File: src/rtl/mod11_pkg.sv
// mod11_pkg: definitions shared by the mod-11 counter and its monitor.
//   MOD11_MOD / MOD11_CNT_W : default modulus and count bus width.
//   mon_state_e             : monitor FSM states (IDLE, SYNC, TRACK).
//   next_mod()              : wrapped increment (MOD-1 -> 0, otherwise +1),
//                             kept here so the counter and the monitor
//                             cannot disagree on what the next count is.
package mod11_pkg;

    localparam int MOD11_MOD   = 11;
    localparam int MOD11_CNT_W = 4;

    typedef enum logic [1:0] {
        IDLE  = 2'd0,
        SYNC  = 2'd1,
        TRACK = 2'd2
    } mon_state_e;

    // Only the exact terminal value wraps; out-of-range counts simply
    // increment so a broken counter keeps producing a predictable value.
    function automatic logic [MOD11_CNT_W-1:0] next_mod(
        input logic [MOD11_CNT_W-1:0] cnt,
        input int                     mod
    );
        if (int'(cnt) == mod - 1) begin
            return '0;
        end
        return cnt + 1'b1;
    endfunction

endpackage

File: src/rtl/mod11_predict.sv
// mod11_predict: prediction of the counter's next output.
//   clk, rst           : clock and synchronous active-low reset.
//   dut_rst_in         : counter reset (highest priority, predicts 0).
//   load_en_in/load_in : counter load (predicts load_in, even if out of range).
//   cnt_in             : currently observed count.
//   exp                : registered prediction for the next observed count.
module mod11_predict
    import mod11_pkg::*;
#(
    parameter int MOD   = MOD11_MOD,
    parameter int CNT_W = MOD11_CNT_W
) (
    input  logic             clk,
    input  logic             rst,
    input  logic             dut_rst_in,
    input  logic             load_en_in,
    input  logic [CNT_W-1:0] load_in,
    input  logic [CNT_W-1:0] cnt_in,
    output logic [CNT_W-1:0] exp
);

    logic [CNT_W-1:0] exp_reg;
    logic [CNT_W-1:0] exp_next;

    always_comb begin
        exp_next = '0;
        if (dut_rst_in) begin
            exp_next = '0;
        end else if (load_en_in) begin
            exp_next = load_in;
        end else begin
            exp_next = CNT_W'(next_mod(MOD11_CNT_W'(cnt_in), MOD));
        end
    end

    // The prediction runs every cycle regardless of monitor state, so it is
    // already valid on the first TRACK compare after SYNC.
    always_ff @(posedge clk) begin
        if (!rst) begin
            exp_reg <= '0;
        end else begin
            exp_reg <= exp_next;
        end
    end

    assign exp = exp_reg;

endmodule

File: src/rtl/mod11_monitor.sv
// mod11_monitor: passive checker for a mod-MOD counter.
//   clk, rst           : clock and synchronous active-low reset of the monitor.
//   dut_rst_in         : copy of the counter's active-high reset.
//   cnt_in             : observed counter output.
//   load_in/load_en_in : load stimulus presented to the counter.
//   mon_en             : monitoring enable; low returns to IDLE, stats held.
//   synced             : high while tracking the counter.
//   err                : one-cycle pulse on prediction mismatch.
//   illegal            : one-cycle pulse on out-of-range count or load value.
//   tc                 : one-cycle pulse after cnt_in==MOD-1 seen while tracking.
//   err_cnt            : saturating mismatch count.
//   wrap_cnt           : rolling count of observed MOD-1 -> 0 transitions.
module mod11_monitor
    import mod11_pkg::*;
#(
    parameter int MOD    = MOD11_MOD,
    parameter int CNT_W  = MOD11_CNT_W,
    parameter int ERR_W  = 8,
    parameter int WRAP_W = 8
) (
    input  logic              clk,
    input  logic              rst,
    input  logic              dut_rst_in,
    input  logic [CNT_W-1:0]  cnt_in,
    input  logic [CNT_W-1:0]  load_in,
    input  logic              load_en_in,
    input  logic              mon_en,
    output logic              synced,
    output logic              err,
    output logic              illegal,
    output logic              tc,
    output logic [ERR_W-1:0]  err_cnt,
    output logic [WRAP_W-1:0] wrap_cnt
);

    localparam logic [1:0]       S_IDLE  = 2'(IDLE);
    localparam logic [1:0]       S_SYNC  = 2'(SYNC);
    localparam logic [1:0]       S_TRACK = 2'(TRACK);
    localparam logic [CNT_W-1:0] LAST    = CNT_W'(MOD - 1);

    logic [CNT_W-1:0]  exp;

    logic [1:0]        state_reg,    state_next;
    logic              synced_reg,   synced_next;
    logic              err_reg,      err_next;
    logic              illegal_reg,  illegal_next;
    logic              tc_reg,       tc_next;
    logic [ERR_W-1:0]  err_cnt_reg,  err_cnt_next;
    logic [WRAP_W-1:0] wrap_cnt_reg, wrap_cnt_next;
    logic [CNT_W-1:0]  prev_cnt_reg;
    logic              prev_ctl_reg;

    logic              active;
    logic              in_track;
    logic              mismatch;
    logic              wrap_hit;

    mod11_predict #(
        .MOD   (MOD),
        .CNT_W (CNT_W)
    ) u_predict (
        .clk        (clk),
        .rst        (rst),
        .dut_rst_in (dut_rst_in),
        .load_en_in (load_en_in),
        .load_in    (load_in),
        .cnt_in     (cnt_in),
        .exp        (exp)
    );

    always_comb begin
        active        = mon_en && (state_reg != S_IDLE);
        in_track      = mon_en && (state_reg == S_TRACK);
        mismatch      = in_track && (cnt_in != exp);
        // A wrap only counts when the counter got there by itself; a load or
        // reset on the previous edge could fake the 10 -> 0 pattern.
        wrap_hit      = in_track && (prev_cnt_reg == LAST) && (cnt_in == '0)
                        && !prev_ctl_reg;

        state_next    = state_reg;
        err_next      = mismatch;
        illegal_next  = active && ((cnt_in > LAST) || (load_en_in && (load_in > LAST)));
        tc_next       = in_track && (cnt_in == LAST);
        err_cnt_next  = err_cnt_reg;
        wrap_cnt_next = wrap_cnt_reg;

        if (mismatch && (err_cnt_reg != '1)) begin
            err_cnt_next = err_cnt_reg + 1'b1;
        end
        if (wrap_hit) begin
            wrap_cnt_next = wrap_cnt_reg + 1'b1;
        end

        if (!mon_en) begin
            state_next = S_IDLE;
        end else begin
            case (state_reg)
                S_IDLE:  state_next = S_SYNC;
                S_SYNC:  state_next = S_TRACK;
                S_TRACK: state_next = mismatch ? S_SYNC : S_TRACK;
                default: state_next = S_IDLE;
            endcase
        end

        synced_next = (state_next == S_TRACK);
    end

    always_ff @(posedge clk) begin
        if (!rst) begin
            state_reg    <= S_IDLE;
            synced_reg   <= 1'b0;
            err_reg      <= 1'b0;
            illegal_reg  <= 1'b0;
            tc_reg       <= 1'b0;
            err_cnt_reg  <= '0;
            wrap_cnt_reg <= '0;
            prev_cnt_reg <= '0;
            prev_ctl_reg <= 1'b0;
        end else begin
            state_reg    <= state_next;
            synced_reg   <= synced_next;
            err_reg      <= err_next;
            illegal_reg  <= illegal_next;
            tc_reg       <= tc_next;
            err_cnt_reg  <= err_cnt_next;
            wrap_cnt_reg <= wrap_cnt_next;
            prev_cnt_reg <= cnt_in;
            prev_ctl_reg <= dut_rst_in || load_en_in;
        end
    end

    assign synced   = synced_reg;
    assign err      = err_reg;
    assign illegal  = illegal_reg;
    assign tc       = tc_reg;
    assign err_cnt  = err_cnt_reg;
    assign wrap_cnt = wrap_cnt_reg;

endmodule

File: config.mk
export PLATFORM = sky130hd
export DESIGN_NAME = mod11_monitor
export DESIGN_NICKNAME = d
export VERILOG_FILES = /design/src/rtl/mod11_pkg.sv /design/src/rtl/mod11_predict.sv /design/src/rtl/mod11_monitor.sv
export SDC_FILE = /design/constraint.sdc
export NUM_CORES = 1
export LEC_CHECK = 0
export CORE_UTILIZATION = 44
export DETAILED_ROUTE_END_ITERATION = 7
export GPL_TIMING_DRIVEN = 1
export PLACE_DENSITY = 0.86
export SYNTH_ARGS = -nofsm -noshare
export SYNTH_HDL_FRONTEND = slang
export SYNTH_SLANG_ARGS = --single-unit
File: constraint.sdc
create_clock -name clk -period 1.5 [get_ports clk]
set_input_delay 0.3 -clock clk [delete_from_list [all_inputs] [get_ports clk]]
set_output_delay 0.3 -clock clk [all_outputs]
set_load 0.01 [all_outputs]
# Word level (Yosys, flattened, before mapping)

Cells that the tools add are included.

Register bits: 31
Input port bits: 13
Output and inout bits: 20
Word-level logic and storage cells: 50

Add/subtract/negate cells: 3
Magnitude comparators: 2
Equality and inequality tests: 8
Multiplexer cells: 9
Bitwise logic cells: 1
Reduce and logical (&&, ||, !) cells: 17

Operators with widths:

| cell                | number |
|---|---|
| $add 8x1->8 const B | 2 |
| $eq 4x4->1 const B  | 3 |
| $mux 4              | 3 |
| $logic_and 1x1->1   | 10 |
| $gt 4x4->1 const B  | 2 |
| $ne 8x8->1 const B  | 1 |
| $pmux 2 s3          | 1 |
| $add 4x1->4 const B | 1 |
| $eq 2x2->1 const B  | 2 |
| $logic_not 4->1     | 1 |
| $mux 2              | 2 |
| $ne 4x4->1          | 1 |
| $mux 1              | 3 |
| $eq 2x1->1 const B  | 1 |
| $logic_not 2->1     | 1 |
| $logic_or 1x1->1    | 2 |
| $reduce_bool 2->1   | 1 |
| $reduce_or 2->1     | 1 |
| $logic_not 1->1     | 1 |
| $not 1->1           | 1 |

# Logic depth before layout (Yosys ltp)

Word-level depth: 7
Mapped depth: 6
Mapped depth without buffers: 5

# Modules after synthesis

A second synthesis with hierarchy kept.

Cells, all modules: 154
Area, all modules: 1405.1 µm²

Modules (own cells, without submodules):

| module        | instances | cells an instance | area each (µm²) | seq. area each (µm²) |
|---|---|---|---|---|
| mod11_monitor | 1         | 127               | 1187.4          | 540.5 |
| mod11_predict | 1         | 27                | 217.7           | 80.1 |

# Worst setup path after synthesis

No wires, ideal clock.

Path type: input -> register
Start point: input cnt_in[1]
End point: register err_cnt_reg[1] (netlist: err_cnt[1])
Setup time: 0.072 ns
Arrival time: 1.442 ns
Required time: 1.428 ns
Slack: -0.013 ns
Stages: 6
Buffers on the path: 2
Cells stage by stage: buf_6 > xor2_2 > o41ai_2 > buf_6 > o21ai_1 > a21oi_1

Word-level cells in the longest chain between the ends: 3

RTL lines:

| item                 | RTL line             | text |
|---|---|---|
| start, declared      | mod11_monitor.sv:24  | `input logic [CNT_W-1:0] cnt_in,` |
| $ne 4x4->1           | mod11_monitor.sv:74  | `mismatch = in_track && (cnt_in != exp);` |
| $logic_and 1x1->1    | mod11_monitor.sv:74  |  |
| $logic_and 1x1->1    | mod11_monitor.sv:87  | `if (mismatch && (err_cnt_reg != '1)) begin` |
| end signal, assigned | mod11_monitor.sv:125 | `err_cnt_reg <= err_cnt_next;` |
| end, declared        | mod11_monitor.sv:48  | `logic [ERR_W-1:0] err_cnt_reg, err_cnt_next;` |

Every way passes these cells.
A chain may end at the register's enable or synchronous reset.

# Final worst setup path

Start point: register err_cnt_reg[5] (netlist: err_cnt[5])
End point: register err_cnt_reg[1] (netlist: err_cnt[1])

Word-level cells in the longest chain between the ends: 2

RTL lines:

| item              | RTL line |
|---|---|
| $ne 8x8->1        | mod11_monitor.sv:87 |
| $logic_and 1x1->1 | mod11_monitor.sv:87 |

Every way passes these cells.

==> results.cfg <==
[synth]
synth_top_family_by_area = simple AND/OR/NAND/NOR gates
synth-compound-area-share_pct = 17.9
yosys.area.top_type = dfxtp_1
synthTopCellsByArea = dfxtp_1 (44%), a21oi_1 (5.3%), nor2_1 (3.4%), xor2_1 (3.1%), nand2_1 (2.7%)
synth_cell_type_count = 47
synth_area_um2 = 1420
syn_inst = 152
synth_top_area_share_pct = 43.8
synth.net_count = 167
syn_avg_cell_area_um2 = 9.32
synth_edf_count = 0
yosys_warnings = 0
yosysMostFrequentCell = dfxtp_1
synthAdderAreaFrac_pct = 1.77
synth-seq-cells = 31
yosysSeqAreaShare_pct = 43.8
synth-main-ff-cell = dfxtp_1
synth_simple_gate_area_share_pct = 25.6
async_reset_ff_share_pct = 0
synthMuxAreaShare_pct = 1.41
synth_commonest_cells = dfxtp_1 (31), a21oi_1 (15), nor2_1 (13)
yosys.area_share.xor_xnor_pct = 5.48

[critical_path]
cp_top_family = simple AND/OR/NAND/NOR gates
crit_buf_inv = 1
slowest_stage = or3b_1
max_stage_delay_ns = 0.40
worst_ep_arrival_time_ns = 1.82
critPathKind = flip-flop to flip-flop
crit_fanout = 5
cp.required_ns = 1.75
cp-start-kind = flip-flop
endpoint_kind = flip-flop
path_cells = nand4_1 -> nor2_2 -> buf_4 -> or3b_1 -> a21oi_2

[routing]
via_count = 1492
firstDrtPassIters = 4
vias_per_cell = 5.72
drc = 0
drtIter0Drc = 111
wirelength_um = 4520
wl_per_cell_um = 17.3
ant_nets = 0

[sta]
fin_crit_sh_pct = 105
setup_viol = 9
slew_headroom_pct = 74.4
worst_slew_pin_slew_ns = 0.383
rsz0062_at_grt = yes
fmax_ghz = 0.638
finClkSkew_ns = 0.00505
period_needed_ns = 1.57
finalMaxSlewViolations = 0
fin_ws_ns = -0.0686
setup_tns_ns = -0.323
hold_viol = 0

[global_route]
grt_pass1_vias = 1467
grt_pass1_wl_um = 7110
grt_max_degree = 10
antenna_found_initial = 0
grt.total_usage_pct = 28.3
grt_overflow = 0

[clocking]
cts_sinks = 31
cts-root-buf = clkbuf_4
htree_levels = 2
clock_latency_ns = 0.32
cts_hold_buffers = 0
cts.clk_slew.worst_paths_ns = 0.09
tritoncts = yes
numCtsBuffers = 5
cts_buffer_depth = 2

[layout]
postLayoutCoreUtil_pct = 72.9
fin_nets = 231
area_delta_synth_final_pct = 57.2
drive_above_1_share_pct = 38.7
diodes = 0

[floorplanning]
dieArea_um2 = 3450
die_width_um = 58.7
io_pins = 33
rows = 20
die_h_um = 58.7
initial_utilization_pct = 46.4
design.core.area_um2 = 3050

[placement]
gp_congestion = 0.804
dp_slack_ns = -0.620
dp_hpwl_um = 2740
io_buffer_count = 32

[run_status]
violations = negative setup slack
status = complete, but fails checks

[power_and_ir_drop]
cellLeakagePower_nw = 0.975
switchingPower_uw = 385
p_clk_share_pct = 34.7
p_seq_share_pct = 53.3
swShare_pct = 24.2
combPwrFrac_pct = 12.0
power_density_nw_per_um2 = 716
vdd_drop_max_mv = 0.620
intPower_mw = 1.21
total_power_mw = 1.59

[job]
max_cap_viol_count = 0

[min_path]
hold_path.class = input pin to flip-flop
per-stage QoR:
stage | hold WS (ns) | cells | cell area (um2)
3_5_place_dp | 0.485 | 246 | 1940
6_report | 0.463 | 261 | 2230
4_1_cts | 0.448 | 258 | 2140
2_1_floorplan | 0.416 | 152 | 1430
3_3_place_gp | 0.466 | 246 | 1940
5_1_grt | 0.459 | 261 | 2230
worst paths after layout:
path                    start           to  slack [ns]  cells past startpoint
hold reg to reg   wrap_cnt[7]  wrap_cnt[7]        0.50                      2
setup / recovery   err_cnt[5]   err_cnt[1]       -0.07                      5
setup reg to reg   err_cnt[5]   err_cnt[1]       -0.07                      5
hold / removal         mon_en       synced        0.46                      3
worst min-delay path, cell delays in order:
cell and delay, ns:
dlygate4sd2_1 0.26, nand2_1 0.14, a21oi_1 0.05
power groups by stage:
stage	Combinational, mW	Sequential (mW)	Clock (mW)
3_3_place_gp	0.160	0.866	0
6_report	0.191	0.850	0.552
2_1_floorplan	0.0799	0.868	0
5_1_grt	0.204	0.852	0.612
3_5_place_dp	0.168	0.868	0
4_1_cts	0.179	0.850	0.564
layout by cell type (no fill, tap or decap), drive strengths merged, types with 2 or more instances in the layout:
| cell type | instances |
|---|---|
| nand2b | 3 |
| nand2 | 10 |
| ha | 2 |
| buf | 30 |
| or3 | 5 |
| o31ai | 3 |
| clkbuf | 9 |
| mux2i | 2 |
| clkdlybuf4s15 | 2 |
| o41ai | 4 |
| a211oi | 2 |
| nand3 | 5 |
| clkdlybuf4s50 | 7 |
| dfxtp | 31 |
| and3 | 3 |
| dlymetal6s2s | 4 |
| nand4 | 2 |
| a21oi | 15 |
| nor4b | 2 |
| o311ai | 2 |
| and2 | 3 |
| dlygate4sd2 | 18 |
| o21ai | 8 |
| nor2 | 13 |
| xnor2 | 2 |
| inv | 4 |
| or4 | 4 |
| xor2 | 6 |
cell type report:
cell class / instances / area [um2]
Sequential cell: 31 / 647
Inverter: 5 / 18.8
Fill cell: 228 / 827
Timing Repair Buffer: 62 / 551
Clock buffer: 8 / 68.8
Multi-Input combinational cell: 111 / 886
Tap cell: 44 / 55.1
metal layers:
metal	share of wire [%]	wire, um	track usage [%]
met1	39	1760	32.0
met2	52	2340	47.7
met3	6.1	275	9.01
met4	3.1	139	14.6
met5	0	0	0
kinds of logic after synthesis:
logic type / after synthesis
simple gates: 60
mux: 2
xor+xnor: 8
fa+ha+maj: 2
buf+inv: 10
compound gates: 39
flops: 31
repair_timing:
action / in CTS / in global routing
buffers inserted: 4 / 3
gates resized for setup: 61 / 20
hold endpoints to repair: 0 / 0
cloned: 1 / 0
pin swaps: 17 / 11
setup endpoints to repair: 32 / 16
Note: power is estimated with default switching activity, not from simulation.
